`src/rtl/board_io_adapter.sv`:
```
// board_io_adapter: glue between raw development-board I/O and a user design.
//   - switches: 2-flop synchroniser, per-bit debounce counter, rising pulse
//   - 7-segment: time-multiplexed scan of DIGITS hex digits, active-low drive
//   - VGA: colour depth expansion by MSB-first bit replication, syncs aligned
//   - tick_en: divided clock enable for the user design
// All state is on the rising edge of clk; rst_n is synchronous, active-low.
module board_io_adapter #(
  parameter int SW_W         = 16,
  parameter int DIGITS       = 4,
  parameter int DEBOUNCE_CYC = 1000000,
  parameter int SCAN_CYC     = 100000,
  parameter int COLOR_IN_W   = 2,
  parameter int COLOR_OUT_W  = 4,
  parameter int CLK_DIV      = 2
) (
  input  logic                   clk,
  input  logic                   rst_n,
  // switches
  input  logic [SW_W-1:0]        sw_raw,
  output logic [SW_W-1:0]        sw_clean,
  output logic [SW_W-1:0]        sw_rise,
  // 7-segment display
  input  logic [4*DIGITS-1:0]    disp_value,
  input  logic [DIGITS-1:0]      disp_dp,
  input  logic [DIGITS-1:0]      disp_blank,
  output logic [6:0]             seg,
  output logic                   dp,
  output logic [DIGITS-1:0]      an,
  // video
  input  logic [COLOR_IN_W-1:0]  r_in,
  input  logic [COLOR_IN_W-1:0]  g_in,
  input  logic [COLOR_IN_W-1:0]  b_in,
  input  logic                   hsync_in,
  input  logic                   vsync_in,
  output logic [COLOR_OUT_W-1:0] vga_r,
  output logic [COLOR_OUT_W-1:0] vga_g,
  output logic [COLOR_OUT_W-1:0] vga_b,
  output logic                   hsync_out,
  output logic                   vsync_out,
  // clock enable
  output logic                   tick_en
);

  // ---------------------------------------------------------------------
  // Counter widths. Each counter only ever holds 0..N-1, so clog2(N) bits
  // suffice; a floor of 1 bit keeps N=1 configurations legal.
  // ---------------------------------------------------------------------
  localparam int DB_W  = (DEBOUNCE_CYC > 1) ? $clog2(DEBOUNCE_CYC) : 1;
  localparam int SC_W  = (SCAN_CYC > 1)     ? $clog2(SCAN_CYC)     : 1;
  localparam int IDX_W = (DIGITS > 1)       ? $clog2(DIGITS)       : 1;
  localparam int TK_W  = (CLK_DIV > 1)      ? $clog2(CLK_DIV)      : 1;

  localparam logic [DB_W-1:0]  DB_LAST  = DB_W'(DEBOUNCE_CYC - 1);
  localparam logic [SC_W-1:0]  SC_LAST  = SC_W'(SCAN_CYC - 1);
  localparam logic [IDX_W-1:0] IDX_LAST = IDX_W'(DIGITS - 1);
  localparam logic [TK_W-1:0]  TK_LAST  = TK_W'(CLK_DIV - 1);

  // =====================================================================
  // Switch path
  // =====================================================================
  logic [SW_W-1:0] sync1_q;
  logic [SW_W-1:0] sync2_q;
  logic [SW_W-1:0] clean_q;
  logic [SW_W-1:0] clean_d;
  logic [SW_W-1:0] rise_q;
  logic [SW_W-1:0] rise_d;
  logic [DB_W-1:0] db_cnt_q [SW_W];
  logic [DB_W-1:0] db_cnt_d [SW_W];

  // Two-flop synchroniser for the asynchronous switch inputs.
  always_ff @(posedge clk) begin
    if (!rst_n) begin
      sync1_q <= '0;
      sync2_q <= '0;
    end else begin
      sync1_q <= sw_raw;
      sync2_q <= sync1_q;
    end
  end

  // Per-bit debounce: count consecutive cycles where the synced bit differs
  // from the accepted level; accept the change on the DEBOUNCE_CYC-th one.
  // Any agreeing cycle (i.e. a glitch ending) restarts the count from zero.
  always_comb begin
    clean_d = clean_q;
    for (int i = 0; i < SW_W; i++) begin
      db_cnt_d[i] = '0;
      if (sync2_q[i] != clean_q[i]) begin
        if (db_cnt_q[i] == DB_LAST) begin
          // counter stays cleared so the next change starts fresh
          clean_d[i] = ~clean_q[i];
        end else begin
          db_cnt_d[i] = db_cnt_q[i] + 1'b1;
        end
      end
    end
    // pulse coincides with the first cycle the new high level is visible
    rise_d = clean_d & ~clean_q;
  end

  // Debounce state registers: accepted level, rising pulse and counters.
  always_ff @(posedge clk) begin
    if (!rst_n) begin
      clean_q <= '0;
      rise_q  <= '0;
      for (int i = 0; i < SW_W; i++) begin
        db_cnt_q[i] <= '0;
      end
    end else begin
      clean_q <= clean_d;
      rise_q  <= rise_d;
      for (int i = 0; i < SW_W; i++) begin
        db_cnt_q[i] <= db_cnt_d[i];
      end
    end
  end

  assign sw_clean = clean_q;
  assign sw_rise  = rise_q;

  // =====================================================================
  // 7-segment scan
  // =====================================================================
  logic [SC_W-1:0]   scan_q;
  logic [SC_W-1:0]   scan_d;
  logic [IDX_W-1:0]  idx_q;
  logic [IDX_W-1:0]  idx_d;
  logic [3:0]        nib;
  logic [6:0]        seg_d;
  logic              dp_d;
  logic [DIGITS-1:0] an_d;
  logic [6:0]        seg_q;
  logic              dp_q;
  logic [DIGITS-1:0] an_q;

  // Scan timer and digit index: the index advances once per SCAN_CYC cycles
  // and wraps after the last digit (stays 0 when DIGITS is 1).
  always_comb begin
    scan_d = scan_q + 1'b1;
    idx_d  = idx_q;
    if (scan_q == SC_LAST) begin
      scan_d = '0;
      if (idx_q == IDX_LAST) begin
        idx_d = '0;
      end else begin
        idx_d = idx_q + 1'b1;
      end
    end
  end

  // Decode the selected digit into active-low segment, point and anode drive.
  // Segment order is {g,f,e,d,c,b,a}; a 0 lights the segment.
  always_comb begin
    nib  = disp_value[{idx_q, 2'b00} +: 4];
    dp_d = ~disp_dp[idx_q];
    an_d = '1;
    if (!disp_blank[idx_q]) begin
      an_d[idx_q] = 1'b0;
    end
    case (nib)
      4'h0:    seg_d = 7'b1000000;
      4'h1:    seg_d = 7'b1111001;
      4'h2:    seg_d = 7'b0100100;
      4'h3:    seg_d = 7'b0110000;
      4'h4:    seg_d = 7'b0011001;
      4'h5:    seg_d = 7'b0010010;
      4'h6:    seg_d = 7'b0000010;
      4'h7:    seg_d = 7'b1111000;
      4'h8:    seg_d = 7'b0000000;
      4'h9:    seg_d = 7'b0010000;
      4'hA:    seg_d = 7'b0001000;
      4'hB:    seg_d = 7'b0000011;
      4'hC:    seg_d = 7'b1000110;
      4'hD:    seg_d = 7'b0100001;
      4'hE:    seg_d = 7'b0000110;
      default: seg_d = 7'b0001110;
    endcase
  end

  // Scan state and registered display drive; outputs idle dark in reset.
  always_ff @(posedge clk) begin
    if (!rst_n) begin
      scan_q <= '0;
      idx_q  <= '0;
      seg_q  <= '1;
      dp_q   <= 1'b1;
      an_q   <= '1;
    end else begin
      scan_q <= scan_d;
      idx_q  <= idx_d;
      seg_q  <= seg_d;
      dp_q   <= dp_d;
      an_q   <= an_d;
    end
  end

  assign seg = seg_q;
  assign dp  = dp_q;
  assign an  = an_q;

  // =====================================================================
  // Video path
  // =====================================================================
  // Replicate the input MSB-first until the output is full, dropping any
  // leftover low bits. This maps full-scale in to full-scale out.
  function automatic logic [COLOR_OUT_W-1:0] expand(input logic [COLOR_IN_W-1:0] c);
    logic [COLOR_OUT_W-1:0] o;
    o = '0;
    for (int k = 0; k < COLOR_OUT_W; k++) begin
      o[COLOR_OUT_W-1-k] = c[COLOR_IN_W-1-(k % COLOR_IN_W)];
    end
    return o;
  endfunction

  logic [COLOR_OUT_W-1:0] vga_r_q;
  logic [COLOR_OUT_W-1:0] vga_g_q;
  logic [COLOR_OUT_W-1:0] vga_b_q;
  logic                   hsync_q;
  logic                   vsync_q;

  // Colours and syncs share one register stage so they stay pixel-aligned.
  always_ff @(posedge clk) begin
    if (!rst_n) begin
      vga_r_q <= '0;
      vga_g_q <= '0;
      vga_b_q <= '0;
      hsync_q <= 1'b0;
      vsync_q <= 1'b0;
    end else begin
      vga_r_q <= expand(r_in);
      vga_g_q <= expand(g_in);
      vga_b_q <= expand(b_in);
      hsync_q <= hsync_in;
      vsync_q <= vsync_in;
    end
  end

  assign vga_r     = vga_r_q;
  assign vga_g     = vga_g_q;
  assign vga_b     = vga_b_q;
  assign hsync_out = hsync_q;
  assign vsync_out = vsync_q;

  // =====================================================================
  // Clock enable
  // =====================================================================
  logic [TK_W-1:0] tick_cnt_q;
  logic [TK_W-1:0] tick_cnt_d;
  logic            tick_en_q;

  // Divider counter: 0..CLK_DIV-1, wrapping.
  always_comb begin
    tick_cnt_d = tick_cnt_q + 1'b1;
    if (tick_cnt_q == TK_LAST) begin
      tick_cnt_d = '0;
    end
  end

  // tick_en is registered alongside the counter so it is high exactly while
  // the counter sits at its terminal value, and low throughout reset.
  always_ff @(posedge clk) begin
    if (!rst_n) begin
      tick_cnt_q <= '0;
      tick_en_q  <= 1'b0;
    end else begin
      tick_cnt_q <= tick_cnt_d;
      tick_en_q  <= (tick_cnt_d == TK_LAST);
    end
  end

  assign tick_en = tick_en_q;

endmodule

```
`config.mk`:
```
export PLATFORM = sky130hd
export DESIGN_NAME = board_io_adapter
export DESIGN_NICKNAME = d
export VERILOG_FILES = /design/src/rtl/board_io_adapter.sv
export SDC_FILE = /design/constraint.sdc
export NUM_CORES = 1
export LEC_CHECK = 0
export CAP_MARGIN = 20
export CELL_PAD_IN_SITES_DETAIL_PLACEMENT = 1
export CELL_PAD_IN_SITES_GLOBAL_PLACEMENT = 2
export CORE_AREA = 8 8 279 214
export DETAILED_ROUTE_END_ITERATION = 8
export DIE_AREA = 0 0 287 222
export GPL_TIMING_DRIVEN = 0
export PLACE_DENSITY_LB_ADDON = 0.2
export REMOVE_ABC_BUFFERS = 1
export SLEW_MARGIN = 30
export SYNTH_ARGS = -nofsm -noshare
export SYNTH_HDL_FRONTEND = slang
export SYNTH_SLANG_ARGS = --single-unit
```
`constraint.sdc`:
```
create_clock -name clk -period 1.99 [get_ports clk]
set_input_delay 0.398 -clock clk [delete_from_list [all_inputs] [get_ports clk]]
set_output_delay 0.398 -clock clk [all_outputs]
set_load 0.01 [all_outputs]
```
==> impl_results.md <==
- Die width: 287 um
- Setup violators final: 98
- Tcrit/Tclk final: 103%
- Crit path max-delay cell type: or4_4
- Utilization after layout: approximately 42%
- Cell Pwr Density: between 700 and 800 mW/mm^2
- Mean post-synth cell area: between 8 and 9 sq um
- Met2 Wirelength: 21100 um
- Met3 wire length: around 1200 um
- Clock latency on the worst-skew pair: 0.57 ns
- Hold buffer count at cts: 0
- DRC viols: 0
- Layout cells sized above 1: between 10% and 20%
- Detail Placement HPWL: between 30000 and 40000 um
- Status: complete, but fails checks
- Clock sinks: 424
- Post-synthesis cell type count: 55
- Failing checks: setup timing
- Total CTS buffers: 48
- Arrival time of the worst setup path: between 2 and 3 ns
- Max-cap violations: 0
- Post-synthesis sequential area ratio: 45.8%
- Post-synth EDFFs: 0
- Kind of critical path: flop to flop
- TNS Setup: -3.54 ns
- Core outline area: ~0.055 sq mm
- Root buf cell: clkbuf_16
- Largest net degree at the start of global routing: just over 50
- Max layer used: met4
- Endpoint class of the critical path: flop
- Startpoint types: flop
- Crit-path cells: or4_4, or4_4, o211ai_1, buf_4, nor2_1
- Fill cells: 6289
- Setup WS post-layout: -0.0625 ns
- Dpl ws: -0.584 ns
- Total track usage: 14.0%
- Antenna violations before repair: 1
- Worst vdd ir: just under 0.6 mV
- Worst-path clk slew: around 0.060 ns
- Hold Crit Class: input pin to flop
- Final Non-Filler Cells: about 3000
- H-tree depth: 2
- Worst hold slack: between 0.3 and 0.4 ns
- Clk_skew: 0.0209 ns
- Row count: between 70 and 80
- Synth Cell Area: approximately 0.019 sq mm
- Fin crit period: between 2 and 2.5 ns
- Async S/R FF share, synth: 0%
- Worst-Margin Slew: between 0.7 and 0.8 ns
- Top post-synthesis cells by area: dfxtp_1 (46%), xnor2_1 (6.0%), nor2_1 (5.7%)
- DR vias/cell: 5.11
- Placer congestion estimate: about 0.75
- Worst Path Buf+Inv: 1
- Vias: 15600
- M1 WL: 23100 um
- Post-Route WL: between 40000 and 50000 um
- Max FO, Critical Path: 7
- Post-synthesis cell count: ~2100
- Vias in the first global route: 15700
- Overflow after GRT: 0
- Post-DP Area: 0.0204 sq mm
- Layout area overhead: 26.1%
- Leakage power: ~7.2 nW
- RSZ-0062 raised after global routing: true
- Area fraction of the dominant cell type after synthesis: 45.8%
- DIE AREA: ~0.064 sq mm
- Post-layout nets: 2354
- Detail Route Antenna Nets: 0
- Post-synth top flop: dfxtp_1
- Design area: around 0.023 sq mm
- Drt pass-1 iters: 5
- Delay-heaviest family, CP: simple AND/OR/NAND/NOR gates
- Yosys warning total: 0
- Initial Util: roughly a third
- Drt first-iter violations: roughly 530
- Slowest stage delay, CP: 0.53 ns
- Port bufs: approximately 110
- Synth Register Bits: ~420
- CTS tree: done
- Die Y: 222 um
- CTS Buffer Depth: 3
- Fmax: between 400 and 500 MHz
- Crit path top cell by count: or4_4
- Slew Viols, Final: 0
- Wire per inst: 15.2 um
- First-pass GRT wire length: 77700 um
- Slew margin rel.: between 40% and 50%
- Largest area contributor in the netlist: dfxtp_1
- CP required: ~2.4 ns
- Placed Instances: approximately 2900
- IO Pins: approximately 110
- Power consumption: roughly 18 mW
- Final hold violations: 0
[state kept, by name, indices dropped and copies added (netlist names)]
name and flops:
db_cnt_q 320, scan_q 17, sw_clean 16, sw_rise 16, sync1_q 16, sync2_q 16
seg 7, an 4, idx_q 2, vga_b 2, vga_g 2, vga_r 2
dp 1, hsync_out 1, tick_en 1, vsync_out 1
[cell type report]
class	count	area, sq um	share of cell area [%]
Multi-Input combinational cell	1540	10100	43.3
Sequential cell	424	8590	36.8
Inverter	73	274	1.17
Tap cell	731	915	3.91
Clock inverter	17	166	0.712
Antenna cell	1	2.50	0.0107
Clock buffer	69	1430	6.12
Timing Repair Buffer	190	1880	8.04
[synth_stat cells (48+ instances only)]
cell and instances:
xor2_1 94, nand3_1 135, o21ai_0 71, a21oi_1 116, or3_1 72, dfxtp_1 424
or4_1 63, nor2_1 280, nand4_1 79, xnor2_1 126, nand2_1 130, clkbuf_1 48
inv_1 73, nor4_1 56, and2_1 50
[layout by cell type (no fill, tap or decap), types with 13 or more instances in the layout]
cell type        Yosys  layout
o31ai_1             40      40
nor4_1              56      54
nand2_1            130     128
o211ai_1            13      13
and3_1              24      24
and4_1              18      17
nand3_1            135     130
ha_1                27      18
a21oi_2              0      35
clkdlybuf4s50_1      0      96
nand4_1             79      79
dfxtp_1            424     365
o21ai_0             71      71
or3_1               72      64
inv_1               73      72
clkbuf_16            0      51
nor2_1             280     232
clkbuf_8             0      13
xor2_1              94      94
dfxtp_2              0      48
or4_4                3      22
a21oi_1            116      81
buf_4               16      59
nor3_1              40      40
xnor2_1            126     126
and2_1              50      50
nor2_2               0      36
or4_1               63      44
[repair_timing]
action / in CTS / in global routing
resized for setup: 111 / 146
cloned: 3 / 4
hold endpoints to repair: 0 / 0
pin swaps: 65 / 44
setup buffers: 35 / 21
endpoints found under the setup margin: 279 / 267
[worst paths after layout]
check                         from          endpoint  slack (ns)  cells after the start
hold / removal               rst_n        sw_rise[0]        0.32                      3
hold reg to reg            tick_en           tick_en        0.41                      1
setup / recovery  db_cnt_q[1][135]  db_cnt_q[1][128]       -0.06                      5
setup reg to reg  db_cnt_q[1][135]  db_cnt_q[1][128]       -0.06                      5
[worst min-delay path, cell delays in order]
cell and delay, ns:
buf_4 0.28, nand2_1 0.13, nor4_1 0.04
[kinds of logic (layout without fill, tap and decap cells)]
kind of cell | Yosys count | in the layout | synth area share [%]
AND/OR/NAND/NOR | 1022 | 1022 | 29.4
adder cells (fa/ha/maj) | 27 | 27 | 1.82
AO/OA/AOI/OAI | 257 | 261 | 8.15
other | 0 | 1 | 0
XOR/XNOR | 220 | 220 | 10.4
buffers and inverters | 150 | 349 | 3.44
flip-flops | 424 | 424 | 45.8
multiplexers | 10 | 10 | 0.959
[per-layer routing]
layer | global-route usage [%] | vias up
li1 | - | 7813
met1 | 19.2 | 7582
met2 | 22.4 | 104
met3 | 2.39 | 70
met4 | 4.05 | 0
met5 | 0 | -
[power by group]
group,internal [mW],leakage [nW],switching (mW)
Clock,5.37,0.800,3.59
Combinational,0.267,2.94,0.240
Sequential,8.54,3.46,0.0418
Power figures use the tool's default switching activity.
